### config.mk
export PLATFORM = sky130hd
export DESIGN_NAME = eeprom_req_arbiter_flat
export DESIGN_NICKNAME = d
export VERILOG_FILES = /design/src/rtl/eeprom_arb_pkg.sv /design/src/rtl/eeprom_req_arbiter_if.sv /design/src/rtl/eeprom_rr_picker.sv /design/src/rtl/eeprom_req_arbiter.sv /design/src/flat_wrapper.sv
export SDC_FILE = /design/constraint.sdc
export NUM_CORES = 1
export LEC_CHECK = 0
export CORE_ASPECT_RATIO = 1.4
export CORE_UTILIZATION = 44
export CTS_CLUSTER_SIZE = 14
export DETAILED_ROUTE_END_ITERATION = 12
export PLACE_DENSITY = 0.87
export SLEW_MARGIN = 10
export SYNTH_ARGS = -nofsm -noshare
export SYNTH_HDL_FRONTEND = slang
export SYNTH_SLANG_ARGS = --single-unit
### constraint.sdc
create_clock -name CLK -period 8.8 [get_ports CLK]
set_input_delay 1.32 -clock CLK [delete_from_list [all_inputs] [get_ports CLK]]
set_output_delay 1.32 -clock CLK [all_outputs]
set_load 0.005 [all_outputs]
### src/rtl/eeprom_arb_pkg.sv
// Shared types and constants for the EEPROM request arbiter.
package eeprom_arb_pkg;

   typedef enum logic [1:0] {
      StIdle,
      StIssue,
      StWait,
      StDone
   } state_e;

   localparam int unsigned ADDR_W_DEF = 11;
   localparam int unsigned DATA_W_DEF = 8;

   // Read data returned to the owner when the master never acknowledges.
   localparam logic [7:0] TIMEOUT_FILL = 8'hFF;

endpackage

### src/rtl/eeprom_req_arbiter_if.sv
// Requester-side and EEPROM-master-side signals of the arbiter.
// master: the arbiter's view; slave: the agents and EEPROM master seen together.
interface eeprom_req_arbiter_if
   import eeprom_arb_pkg::*;
#(
   parameter int unsigned N_REQ  = 4,
   parameter int unsigned ADDR_W = ADDR_W_DEF,
   parameter int unsigned DATA_W = DATA_W_DEF
) ();

   logic [N_REQ-1:0]        req;
   logic [N_REQ-1:0]        req_rnw;
   logic [N_REQ*ADDR_W-1:0] req_addr;
   logic [N_REQ*DATA_W-1:0] req_wdata;
   logic [N_REQ-1:0]        gnt;
   logic [N_REQ-1:0]        done;
   logic [DATA_W-1:0]       rdata;
   logic                    err;
   logic                    busy;

   logic                    eep_wr;
   logic                    eep_rd;
   logic [ADDR_W-1:0]       eep_addr;
   logic [DATA_W-1:0]       eep_wdata;
   logic [DATA_W-1:0]       eep_rdata;
   logic                    eep_ack;

   modport master (
      input  req, req_rnw, req_addr, req_wdata, eep_rdata, eep_ack,
      output gnt, done, rdata, err, busy, eep_wr, eep_rd, eep_addr, eep_wdata
   );

   modport slave (
      output req, req_rnw, req_addr, req_wdata, eep_rdata, eep_ack,
      input  gnt, done, rdata, err, busy, eep_wr, eep_rd, eep_addr, eep_wdata
   );

endinterface

### src/rtl/eeprom_rr_picker.sv
// Round-robin pick: first requester strictly after last_grant, wrapping mod N_REQ.
module eeprom_rr_picker #(
   parameter int unsigned N_REQ = 4,
   parameter int unsigned IDX_W = 2
) (
   input  logic [N_REQ-1:0] req,
   input  logic [IDX_W-1:0] last_grant,
   output logic [N_REQ-1:0] pick,
   output logic [IDX_W-1:0] pick_idx,
   output logic             pick_valid
);

   always_comb begin
      int unsigned      cand;
      logic [IDX_W-1:0] cidx;
      cand       = 0;
      cidx       = '0;
      pick       = '0;
      pick_idx   = '0;
      pick_valid = 1'b0;
      // Offset N_REQ lands back on last_grant itself, so it is considered last.
      for (int unsigned off = 1; off <= N_REQ; off++) begin
         cand = (32'(last_grant) + off) % N_REQ;
         cidx = IDX_W'(cand);
         if (!pick_valid && req[cidx]) begin
            pick[cidx] = 1'b1;
            pick_idx   = cidx;
            pick_valid = 1'b1;
         end
      end
   end

endmodule

### src/rtl/eeprom_req_arbiter.sv
// Round-robin arbiter sharing one serial EEPROM byte master among N_REQ requesters.
// Optional WAIT timeout enabled by defining EEPROM_ARB_TIMEOUT_EN.
module eeprom_req_arbiter
   import eeprom_arb_pkg::*;
#(
   parameter int unsigned N_REQ       = 4,
   parameter int unsigned ADDR_W      = ADDR_W_DEF,
   parameter int unsigned DATA_W      = DATA_W_DEF,
   parameter int unsigned TIMEOUT_CYC = 4096
) (
   input logic                 CLK,
   input logic                 RESET,
   eeprom_req_arbiter_if.master bus
);

   localparam int unsigned IDX_W = (N_REQ > 1) ? $clog2(N_REQ) : 1;

   if (N_REQ < 2 || N_REQ > 8 || TIMEOUT_CYC == 0) begin : g_bad_cfg
      $error("eeprom_req_arbiter: N_REQ must be 2..8 and TIMEOUT_CYC nonzero");
   end

   state_e           state_q;
   logic [IDX_W-1:0] last_grant_q;
   logic [IDX_W-1:0] owner_q;
   logic             rnw_q;

   logic [N_REQ-1:0] pick;
   logic [IDX_W-1:0] pick_idx;
   logic             pick_valid;

   eeprom_rr_picker #(
      .N_REQ (N_REQ),
      .IDX_W (IDX_W)
   ) u_picker (
      .req        (bus.req),
      .last_grant (last_grant_q),
      .pick       (pick),
      .pick_idx   (pick_idx),
      .pick_valid (pick_valid)
   );

`ifdef EEPROM_ARB_TIMEOUT_EN
   localparam int unsigned CNT_W = $clog2(TIMEOUT_CYC + 1);
   logic [CNT_W-1:0] wait_cnt_q;
   logic             timeout;
   // Fires on the last permitted WAIT cycle, so WAIT lasts exactly TIMEOUT_CYC cycles.
   assign timeout = (wait_cnt_q == CNT_W'(TIMEOUT_CYC - 1));
`endif

   // All outputs are registered; a value set on a transition is visible in the state entered.
   always_ff @(posedge CLK) begin
      if (RESET) begin
         state_q       <= StIdle;
         last_grant_q  <= IDX_W'(N_REQ - 1);
         owner_q       <= '0;
         rnw_q         <= 1'b0;
         bus.gnt       <= '0;
         bus.done      <= '0;
         bus.rdata     <= '0;
         bus.err       <= 1'b0;
         bus.busy      <= 1'b0;
         bus.eep_wr    <= 1'b0;
         bus.eep_rd    <= 1'b0;
         bus.eep_addr  <= '0;
         bus.eep_wdata <= '0;
`ifdef EEPROM_ARB_TIMEOUT_EN
         wait_cnt_q    <= '0;
`endif
      end else begin
         bus.done   <= '0;
         bus.err    <= 1'b0;
         bus.eep_wr <= 1'b0;
         bus.eep_rd <= 1'b0;
         unique case (state_q)
            StIdle: begin
               if (pick_valid) begin
                  bus.gnt       <= pick;
                  owner_q       <= pick_idx;
                  rnw_q         <= bus.req_rnw[pick_idx];
                  bus.eep_addr  <= bus.req_addr[pick_idx*ADDR_W +: ADDR_W];
                  bus.eep_wdata <= bus.req_wdata[pick_idx*DATA_W +: DATA_W];
                  // Strobe is high only for the single ISSUE cycle; the master
                  // would re-trigger on a held strobe.
                  bus.eep_rd    <= bus.req_rnw[pick_idx];
                  bus.eep_wr    <= ~bus.req_rnw[pick_idx];
                  bus.busy      <= 1'b1;
                  state_q       <= StIssue;
               end
            end
            StIssue: begin
               last_grant_q <= owner_q;
               state_q      <= StWait;
`ifdef EEPROM_ARB_TIMEOUT_EN
               wait_cnt_q   <= '0;
`endif
            end
            StWait: begin
               if (bus.eep_ack) begin
                  if (rnw_q) begin
                     bus.rdata <= bus.eep_rdata;
                  end
                  bus.done <= bus.gnt;
                  bus.gnt  <= '0;
                  bus.busy <= 1'b0;
                  state_q  <= StDone;
`ifdef EEPROM_ARB_TIMEOUT_EN
               end else if (timeout) begin
                  bus.rdata <= DATA_W'(TIMEOUT_FILL);
                  bus.err   <= 1'b1;
                  bus.done  <= bus.gnt;
                  bus.gnt   <= '0;
                  bus.busy  <= 1'b0;
                  state_q   <= StDone;
               end else begin
                  wait_cnt_q <= wait_cnt_q + 1'b1;
`endif
               end
            end
            StDone: begin
               state_q <= StIdle;
            end
         endcase
      end
   end

endmodule

### src/flat_wrapper.sv
// flat-port wrapper written by rule: the top's interface ports become plain ports
module eeprom_req_arbiter_flat import eeprom_arb_pkg::*;
#(
   parameter int unsigned N_REQ       = 4,
   parameter int unsigned ADDR_W      = ADDR_W_DEF,
   parameter int unsigned DATA_W      = DATA_W_DEF,
   parameter int unsigned TIMEOUT_CYC = 4096
)
  (CLK, RESET, bus_req, bus_req_rnw, bus_req_addr, bus_req_wdata, bus_eep_rdata, bus_eep_ack, bus_gnt, bus_done, bus_rdata, bus_err, bus_busy, bus_eep_wr, bus_eep_rd, bus_eep_addr, bus_eep_wdata);
  eeprom_req_arbiter_if #(.N_REQ(N_REQ), .ADDR_W(ADDR_W), .DATA_W(DATA_W)) bus_i ();
  input logic CLK;
  input logic RESET;
  input wire logic [$bits(bus_i.req)-1:0] bus_req;
  input wire logic [$bits(bus_i.req_rnw)-1:0] bus_req_rnw;
  input wire logic [$bits(bus_i.req_addr)-1:0] bus_req_addr;
  input wire logic [$bits(bus_i.req_wdata)-1:0] bus_req_wdata;
  input wire logic [$bits(bus_i.eep_rdata)-1:0] bus_eep_rdata;
  input wire logic [$bits(bus_i.eep_ack)-1:0] bus_eep_ack;
  output wire logic [$bits(bus_i.gnt)-1:0] bus_gnt;
  output wire logic [$bits(bus_i.done)-1:0] bus_done;
  output wire logic [$bits(bus_i.rdata)-1:0] bus_rdata;
  output wire logic [$bits(bus_i.err)-1:0] bus_err;
  output wire logic [$bits(bus_i.busy)-1:0] bus_busy;
  output wire logic [$bits(bus_i.eep_wr)-1:0] bus_eep_wr;
  output wire logic [$bits(bus_i.eep_rd)-1:0] bus_eep_rd;
  output wire logic [$bits(bus_i.eep_addr)-1:0] bus_eep_addr;
  output wire logic [$bits(bus_i.eep_wdata)-1:0] bus_eep_wdata;
  assign bus_i.req = bus_req;
  assign bus_i.req_rnw = bus_req_rnw;
  assign bus_i.req_addr = bus_req_addr;
  assign bus_i.req_wdata = bus_req_wdata;
  assign bus_i.eep_rdata = bus_eep_rdata;
  assign bus_i.eep_ack = bus_eep_ack;
  assign bus_gnt = bus_i.gnt;
  assign bus_done = bus_i.done;
  assign bus_rdata = bus_i.rdata;
  assign bus_err = bus_i.err;
  assign bus_busy = bus_i.busy;
  assign bus_eep_wr = bus_i.eep_wr;
  assign bus_eep_rd = bus_i.eep_rd;
  assign bus_eep_addr = bus_i.eep_addr;
  assign bus_eep_wdata = bus_i.eep_wdata;
  eeprom_req_arbiter #(.N_REQ(N_REQ), .ADDR_W(ADDR_W), .DATA_W(DATA_W), .TIMEOUT_CYC(TIMEOUT_CYC)) u_core (.CLK(CLK), .RESET(RESET), .bus(bus_i));
endmodule
; Yosys cells after proc, flatten, opt, wreduce, memory -nomap -nowiden
; Cells that the tools add are included.
[word_totals]
register_bits = 45
input_bits = 95
output_inout_bits = 39
elab_cells = 98
[classes]
add_sub_neg = 4
n_mul = 1
order_cmp = 9
n_eq_ne = 5
shifts = 2
n_mux = 39
bitwise_logic = 8
n_reduce_logical = 18
[ops]
columns = op, n
row1 = $shiftx A44 B7 Y11, 1
row2 = $shiftx A32 B6 Y8, 1
row3 = $mux W4, 6
row4 = $lt A2 B3 Y1 const B, 5
row5 = $mux W1, 15
row6 = $mux W2, 6
row7 = $or A4 B4 Y4, 3
row8 = $bmux W1 S2, 5
row9 = $demux W1 S2, 4
row10 = $ge A2 B1 Y1 const B, 4
row11 = $pmux W2 S4, 1
row12 = $pmux W4 S2, 1
row13 = $logic_and A1 B1 Y1, 7
row14 = $mul A2 B4 Y6 const B, 1
row15 = $reduce_and A3 Y1, 2
row16 = $reduce_or A3 Y1, 2
row17 = $not A1 Y1, 5
row18 = $add A2 B1 Y2 const B, 2
row19 = $add A2 B2 Y2 const B, 2
row20 = $eq A2 B2 Y1 const B, 2
row21 = $reduce_and A2 Y1, 2
row22 = $logic_not A1 Y1, 3
row23 = $eq A2 B1 Y1 const B, 1
row24 = $logic_not A2 Y1, 1
row25 = other kinds (4), 4

; Longest topological paths before layout
; Gate-level depths: netlist (run 1).
[depth]
word_depth = 16
ltp_mapped = 12
depth_no_buf = 8

; Hierarchy
; From an unflattened synthesis (run 1), not the netlist that was laid out.
[hier_totals]
hier_cells = 316
area_unflattened_um2 = 2969.1
[by_module_without_submodules]
columns = module, instances, cells_per_inst, area_each_um2, seq_area_each_um2
row1 = eeprom_req_arbiter, 1, 230, 2339.7, 900.9
row2 = eeprom_rr_picker, 1, 86, 629.4, 0.0

; Worst setup path after synthesis (run 1)
; Ideal clock, no wire load.
[synth_timing]
kind = input to register
startpoint = input port bus_req[1]
endpoint = register u_core.bus.eep_addr[8]
setup_time_ps = 117
arrival_ps = 3063
t_required_ps = 8683
path_slack_ps = 5619
cell_stages = 7
path_cell_list = mux4_2 > buf_2 > o311ai_4 > buf_4 > mux2i_1 > nand2_1 > a32o_1
[synth_between]
elab_chain_len = 14
[synth_lines]
columns = element, line
row1 = from (decl), flat_wrapper.sv:13  ; input wire logic [$bits(bus_i.req)-1:0] bus_req;
row2 = $bmux W1 S2, eeprom_rr_picker.sv:25  ; if (!pick_valid && req[cidx]) begin
row3 = $mux W1 (implied by the code), eeprom_rr_picker.sv:25
row4 = $mux W1, eeprom_rr_picker.sv:25
row5 = $logic_not A1 Y1, eeprom_rr_picker.sv:25
row6 = $logic_and A1 B1 Y1, eeprom_rr_picker.sv:25
row7 = $mux W1, eeprom_rr_picker.sv:25
row8 = $logic_not A1 Y1, eeprom_rr_picker.sv:25
row9 = $logic_and A1 B1 Y1, eeprom_rr_picker.sv:25
row10 = $mux W1, eeprom_rr_picker.sv:25
row11 = $logic_not A1 Y1, eeprom_rr_picker.sv:25
row12 = $logic_and A1 B1 Y1, eeprom_rr_picker.sv:25
row13 = $mux W2, eeprom_rr_picker.sv:25
row14 = $mul A2 B4 Y6, eeprom_req_arbiter.sv:80  ; bus.eep_addr <= bus.req_addr[pick_idx*ADDR_W +: ADDR_W];
row15 = $shiftx A44 B7 Y11, eeprom_req_arbiter.sv:80
row16 = to (signal assigned), eeprom_req_arbiter.sv:80
row17 = to (decl), eeprom_req_arbiter_if.sv:30  ; output gnt, done, rdata, err, busy, eep_wr, eep_rd, eep_addr, eep_wdata
; Parallel ways exist; a longest one is shown, timed or not. The select of a mux whose other input is x is not followed.
; A chain may end at the register's enable or synchronous reset.

; Final worst setup path (run 1)
[layout_timing]
startpoint = input port bus_req[3]
endpoint = register u_core.bus.eep_addr[0]
; The elaborated chain is that of the path after synthesis.

==> summary.txt, run 1 <==
Routing
  – Final WL: 7000 um
  – DRC violation count after routing: 0
  – Via Count: 2549
  – Antenna Nets Post-Route: 0
  – Routed WL per cell: 15.0 um
  – Met3 WL post-DR: 390 um
  – Wl on met1: 2410 um
  – Met2 WL: 4010 um
  – Detailed Route Iter0 Violations: 117
  – Vias/cell: 5.45
  – DR top layer: met4
  – First drt pass iteration count: 4

Logic synthesis
  – Synthesized cell area: 2660 um^2
  – Post-synth top area share: 33.9%
  – Yosys warns: 0
  – Synth Instances: 274
  – Syn nets: 381
  – Async S/R FF share, synth: 0%
  – Cell taking the most area after synthesis: dfxtp_1
  – Ys flop type: dfxtp_1
  – Sequential area share after synthesis: 33.9%
  – Count of different cell masters after synthesis: 37
  – Synthesized area per cell: 9.71 um^2
  – Flops & latches, synth: 45
  – Largest cells by area after synthesis: dfxtp_1 (34%), mux2i_1 (20%), a32o_1 (7.1%)
  – Post-synth EDFFs: 0

Run status
  – Status: finished clean

Layout
  – Most common cell after layout, fill and taps aside: clkdlybuf4s50_1
  – Inserted Diodes: 0
  – Final std cells w/o fill: 468
  – Final Cell Area: 4090 um^2
  – Total area of sequential cells: 901 um^2
  – Layout cells sized above 1: 5.78%
  – Layout area overhead: 53.7%
  – Commonest non-fill, non-tap cells in the layout: clkdlybuf4s50_1 (132), mux2i_1 (52), dfxtp_1 (45)
  – Multi-input logic area: 1630 um^2
  – Fillers: 464
  – Layout Nets: 504

Timing
  – Fmax: 0.254 GHz
  – Worst slew pin tran: 0.795 ns
  – Crit path time final: 3.94 ns
  – Endpoints failing setup: 0
  – Rel. slew slack: 47.0%
  – Clk_skew: 0.00484 ns
  – Setup WS post-layout: 4.86 ns
  – Setup TNS: 0 ns
  – Final hold viol count: 0
  – Period utilisation layout: 44.7%
  – RSZ-0062 raised after global routing: false
  – Max-slew violation count: 0
  – Hold slack final: 0.471 ns

Critical path
  – Worst EP required: 8.99 ns
  – CP bufs+invs: 2
  – R2R Setup Slk: 4.96 ns
  – Crit path kind: in -> reg
  – Worst path cell trace: clkdlybuf4s50_1, mux4_2, nor2b_1, o311ai_4, buf_4, mux2i_1, nand2_1, a32o_1
  – Crit path capture type: flip-flop
  – Crit-path max cell delay: 0.58 ns
  – CP top delay family: buffers and inverters
  – CP arrival: 4.13 ns
  – Startpoint class of the critical path: input pin
  – Slowest CP cell: buf_4
  – Crit Path Max Fanout: 41

Floorplanning
  – Core area: 5860 um^2
  – DIE WIDTH: 67.7 um
  – FP Rows: 33
  – Initial Util: 45.4%
  – Die height: 94 um
  – Die area: 6370 um^2
  – # IOs: 134

Clock tree
  – Clock transition at the registers of the reported paths: 0.09 ns
  – Post-CTS resize count: 0
  – TritonCTS buffer count: 5
  – TritonCTS clock tree: yes
  – H-tree Lvls: 2
  – Clock latency on the worst-skew pair: 0.29 ns
  – CTS Sinks: 45
  – Post-CTS Setup Inserts: 0
  – # hold bufs at CTS: 0
  – Clk buf depth: 2
  – Root Driver: clkbuf_8

Run
  – Max Cap Viol: 0

Global route
  – Total grt overflow: 0
  – Initial antenna violation count: 0
  – First-pass GRT wire length: 11000 um
  – Total GRT Usage: 22.9%
  – Pin count of the biggest net entering global routing: 42
  – Vias in the first global route: 2508

Placed design
  – GPL Wtd Cong: 0.785
  – Placed insts: 460
  – Area after DPL: 3980 um^2
  – Post-DP HPWL: 5310 um
  – Pre-CTS WS: 4.59 ns
  – IO buf count: 132

Min path
  – Worst min path class: reg -> reg

Pwr
  – Pwr dens: 310 nW/um^2
  – IR drop worst, VDD: 174 uV
  – P_leak: 1.77 nW
[path summary, 6_finish.rpt]
kind,cells past startpoint,end,startpoint
max,8,u_core.bus.eep_addr[0],bus_req[3]
min reg2reg,1,u_core.bus.eep_addr[5],u_core.bus.eep_addr[5]
min,1,u_core.bus.eep_addr[5],u_core.bus.eep_addr[5]
max reg2reg,6,u_core.bus.eep_wdata[1],u_core.last_grant_q[0]
[cell type report]
type                       count  share of cell area [%]
multi-input combinational    205                    39.8
timing repair buffer         135                    32.9
sequential                    45                    22.0
tap                           70                    2.14
clock buffer                   6                    1.78
clock inverter                 2                   0.949
inverter                       5                   0.459
[registers in the layout (all words and copies together) (netlist names)]
register	cells
u_core.owner_q	2
u_core.bus.eep_wr	1
u_core.bus.eep_addr	11
u_core.bus.busy	1
u_core.bus.eep_rd	1
u_core.rnw_q	1
u_core.bus.gnt	4
u_core.bus.done	4
u_core.bus.rdata	8
u_core.state_q	2
u_core.last_grant_q	2
u_core.bus.eep_wdata	8
[logic make-up after synthesis]
family          after synthesis  synth area share [%]
simple gates                 80                  13.5
mux                          59                  24.2
compound gates               53                  17.6
flops                        45                  33.9
buf+inv                      24                  5.03
fa+ha+maj                    12                  5.64
other cells                   1                 0.141
[through the flow]
stage | utilization [%] | power, mW
after global routing | 69.7 | 1.36
after floorplan | - | 0.901
final | 69.7 | 1.27
after detailed placement | 67.8 | 1.11
after global placement | 67.8 | 1.09
after CTS | 69.7 | 1.27
[per-layer routing]
layer,vias up,track usage (%)
met5,-,0
met4,0,10.8
met3,18,5.46
met2,108,43.6
met1,1182,21.6
li1,1241,-
[where the power goes]
group	total [mW]	switching (mW)	internal [mW]
Clock	0.156	0.0707	0.0853
Combinational	0.804	0.413	0.391
Sequential	0.305	0.0414	0.264
Total	1.27	0.525	0.740
[cells in the mapped netlist, types with 2 or more instances]
library cell,n
a21oi_1,4
a22oi_1,12
a32o_1,19
and2_1,7
buf_2,8
buf_4,5
buf_6,2
clkbuf_1,4
dfxtp_1,45
ha_1,12
inv_1,5
mux2_2,3
mux2i_1,52
mux4_2,4
nand2_1,41
nand3_1,3
nor2_1,19
nor2b_1,2
nor3_1,2
o211ai_1,3
o21a_1,2
o21ai_0,5
Note: power is estimated with default switching activity, not from simulation.
==> run 2, diff against run 1 <==
--- a/config.mk
+++ b/config.mk
@@ -6,10 +6,10 @@
 export NUM_CORES = 1
 export LEC_CHECK = 0
 export CORE_ASPECT_RATIO = 1.4
-export CORE_UTILIZATION = 44
+export CORE_UTILIZATION = 37
 export CTS_CLUSTER_SIZE = 14
 export DETAILED_ROUTE_END_ITERATION = 12
-export PLACE_DENSITY = 0.87
+export PLACE_DENSITY = 0.78
 export SLEW_MARGIN = 10
 export SYNTH_ARGS = -nofsm -noshare
 export SYNTH_HDL_FRONTEND = slang
==> constraint.sdc (replaced) <==
create_clock -name CLK -period 3.6 [get_ports CLK]
set_input_delay 0.54 -clock CLK [delete_from_list [all_inputs] [get_ports CLK]]
set_output_delay 0.54 -clock CLK [all_outputs]
set_load 0.005 [all_outputs]
==> run 2 against run 1 <==
  * Non-clock buffer count increased by 5
  * Core utilization decreased by 10 points
  * Register-to-register slack got worse by 4.5 ns
  * Sequential power increased by 140%
  * Wire length decreased by 1.3%
  * Clock power increased by 92%
==> summary.txt, run 2 (synthesis gave the netlist of run 1 again) <==
Run status
  – Status: finished clean

Floorplanning
  – Core area: 6940 um^2 (+18%)
  – FP Rows: 36 (+9.1%)
  – DIE WIDTH: 73.7 um (+8.8%)
  – Die height: 102 um (+8.9%)
  – Die area: 7540 um^2 (+18%)
  – # IOs: 134 (unchanged)
  – Initial Util: 38.3% (-7.0 points)

Layout
  – Biggest regs: u_core.bus.eep_addr (11), u_core.bus.eep_wdata (8), u_core.bus.rdata (8)
  – Layout Nets: 509 (+0.99%)
  – Core Util, Final: 59.7% (-10 points)
  – Fillers: 648 (+40%)
  – Commonest non-fill, non-tap cells in the layout: clkdlybuf4s50_1 (132), mux2i_1 (52), dfxtp_1 (45)
  – Final Cell Area: 4140 um^2 (+1.3%)
  – Layout area overhead: 55.7%
  – Biggest register: u_core.bus.eep_addr
  – Final std cells w/o fill: 498 (+6.4%)
  – Flip-flop count of the largest register after layout: 11 (unchanged)
  – Layout cells sized above 1: 6.70% (+0.92 points)
  – Most common cell after layout, fill and taps aside: clkdlybuf4s50_1
  – Inserted Diodes: 0 (unchanged)

Clock tree
  – Root Driver: clkbuf_8
  – Post-CTS resize count: 0 (unchanged)
  – TritonCTS clock tree: yes
  – Clk buf depth: 2 (unchanged)
  – # hold bufs at CTS: 0 (unchanged)
  – Clock latency on the worst-skew pair: 0.29 ns (about the same)
  – Clock transition at the registers of the reported paths: 0.08 ns (about the same)
  – H-tree Lvls: 2 (unchanged)
  – CTS Sinks: 45 (unchanged)
  – Post-CTS Setup Inserts: 0 (unchanged)
  – TritonCTS buffer count: 5 (unchanged)

Routing
  – Detailed Route Iter0 Violations: 160 (+37%)
  – Final WL: 6910 um (-1.3%)
  – DRC violation count after routing: 0 (unchanged)
  – Antenna Nets Post-Route: 0 (unchanged)
  – Vias/cell: 5.09 (-6.5%)
  – Via Count: 2535 (-0.55%)
  – Routed WL per cell: 13.9 um (-7.3%)
  – First drt pass iteration count: 6 (+2)

Timing
  – Max-slew violation count: 0 (unchanged)
  – Clk_skew: 0.0113 ns (+0.00645 ns)
  – Rel. slew slack: 64.6% (+18 points)
  – Setup WS post-layout: 0.451 ns (-4.41 ns)
  – Endpoints failing setup: 0 (unchanged)
  – Final hold viol count: 0 (unchanged)
  – Worst slew pin tran: 0.529 ns (-0.265 ns)
  – Period utilisation layout: 87.5%
  – RSZ-0062 raised after global routing: false
  – Fmax: 0.318 GHz
  – Hold slack final: 0.471 ns (-0.000564 ns)
  – Crit path time final: 3.15 ns
  – Setup TNS: 0 ns (unchanged)

Pwr
  – Tot Pwr: 3.07 mW (+140%)
  – P_leak: 1.78 nW (+0.66%)
  – Pwr dens: 742 nW/um^2 (+140%)
  – IR drop worst, VDD: 306 uV (+76%)

Critical path
  – Worst EP required: 3.79 ns (-5.20 ns)
  – Crit path capture type: flip-flop
  – Slowest CP cell: mux4_2
  – Crit-path max cell delay: 0.69 ns (+0.11 ns)
  – CP dominant cell by count: o21a_1
  – Worst path cell trace: inv_1, ha_1, mux4_2, nor2_1, o21a_1, o21a_1, buf_4, nand2_1, a32o_1
  – CP arrival: 3.34 ns (-0.79 ns)
  – Startpoint class of the critical path: flip-flop
  – Crit path kind: reg -> reg
  – Crit Path Max Fanout: 11 (-73%)

Global route
  – First-pass GRT wire length: 11000 um (+0.25%)
  – Initial antenna violation count: 0 (unchanged)
  – Vias in the first global route: 2427 (-3.2%)
  – Pin count of the biggest net entering global routing: 42 (unchanged)
  – Total GRT Usage: 18.8% (-4.1 points)
  – Total grt overflow: 0 (unchanged)

Placed design
  – Area after DPL: 4060 um^2 (+2.0%)
  – IO buf count: 132 (unchanged)
  – Post-DP HPWL: 5420 um (+2.0%)
  – Pre-CTS WS: 0.423 ns (-4.17 ns)
  – GPL Wtd Cong: 0.793 (+1.1%)
  – Placed insts: 490 (+6.5%)

Min path
  – Worst min path class: reg -> reg

Run
  – Max Cap Viol: 0 (unchanged)
## run 2: area by class of cell
type / instances / area [um^2] / area share, %
clock buffers: 7 / 76.3 / 1.84
clock inverters: 1 / 7.51 / 0.181
inverters: 5 / 18.8 / 0.453
multi-input cells: 205 / 1630 / 39.2
flip-flops and latches: 45 / 901 / 21.8
well taps: 95 / 119 / 2.87
repair buffers: 140 / 1390 / 33.7
## run 2: final timing paths
path | start | to | slack, ns | cells past startpoint
min reg2reg | u_core.bus.eep_addr[10] | u_core.bus.eep_addr[10] | 0.47 | 1
max reg2reg | u_core.last_grant_q[1] | u_core.bus.eep_wdata[6] | 0.45 | 9
max | u_core.last_grant_q[1] | u_core.bus.eep_wdata[6] | 0.45 | 9
min | u_core.bus.eep_addr[10] | u_core.bus.eep_addr[10] | 0.47 | 1
## run 2: metal layers
metal	wire [um]	part of all wire, %	up-vias	global-route usage [%]
met1	2570	37	1190	20.3
li1	-	-	1256	-
met5	0	0	-	0
met3	446	6.5	2	5.23
met4	47	0.68	0	5.62
met2	3840	56	87	34.9
## run 2: worst max-delay path, delay by kind of cell (launching register included)
kind	cells	cell delay, ns
compound gates	3	0.72
flops	1	0.51
mux	1	0.69
buf+inv	2	0.41
fa+ha+maj	1	0.51
simple gates	2	0.21
## run 2: power by group
group          switching (mW)  internal [mW]
logic                    1.03           1.02
registers              0.0830          0.645
clock network           0.161          0.137
total                    1.28           1.80
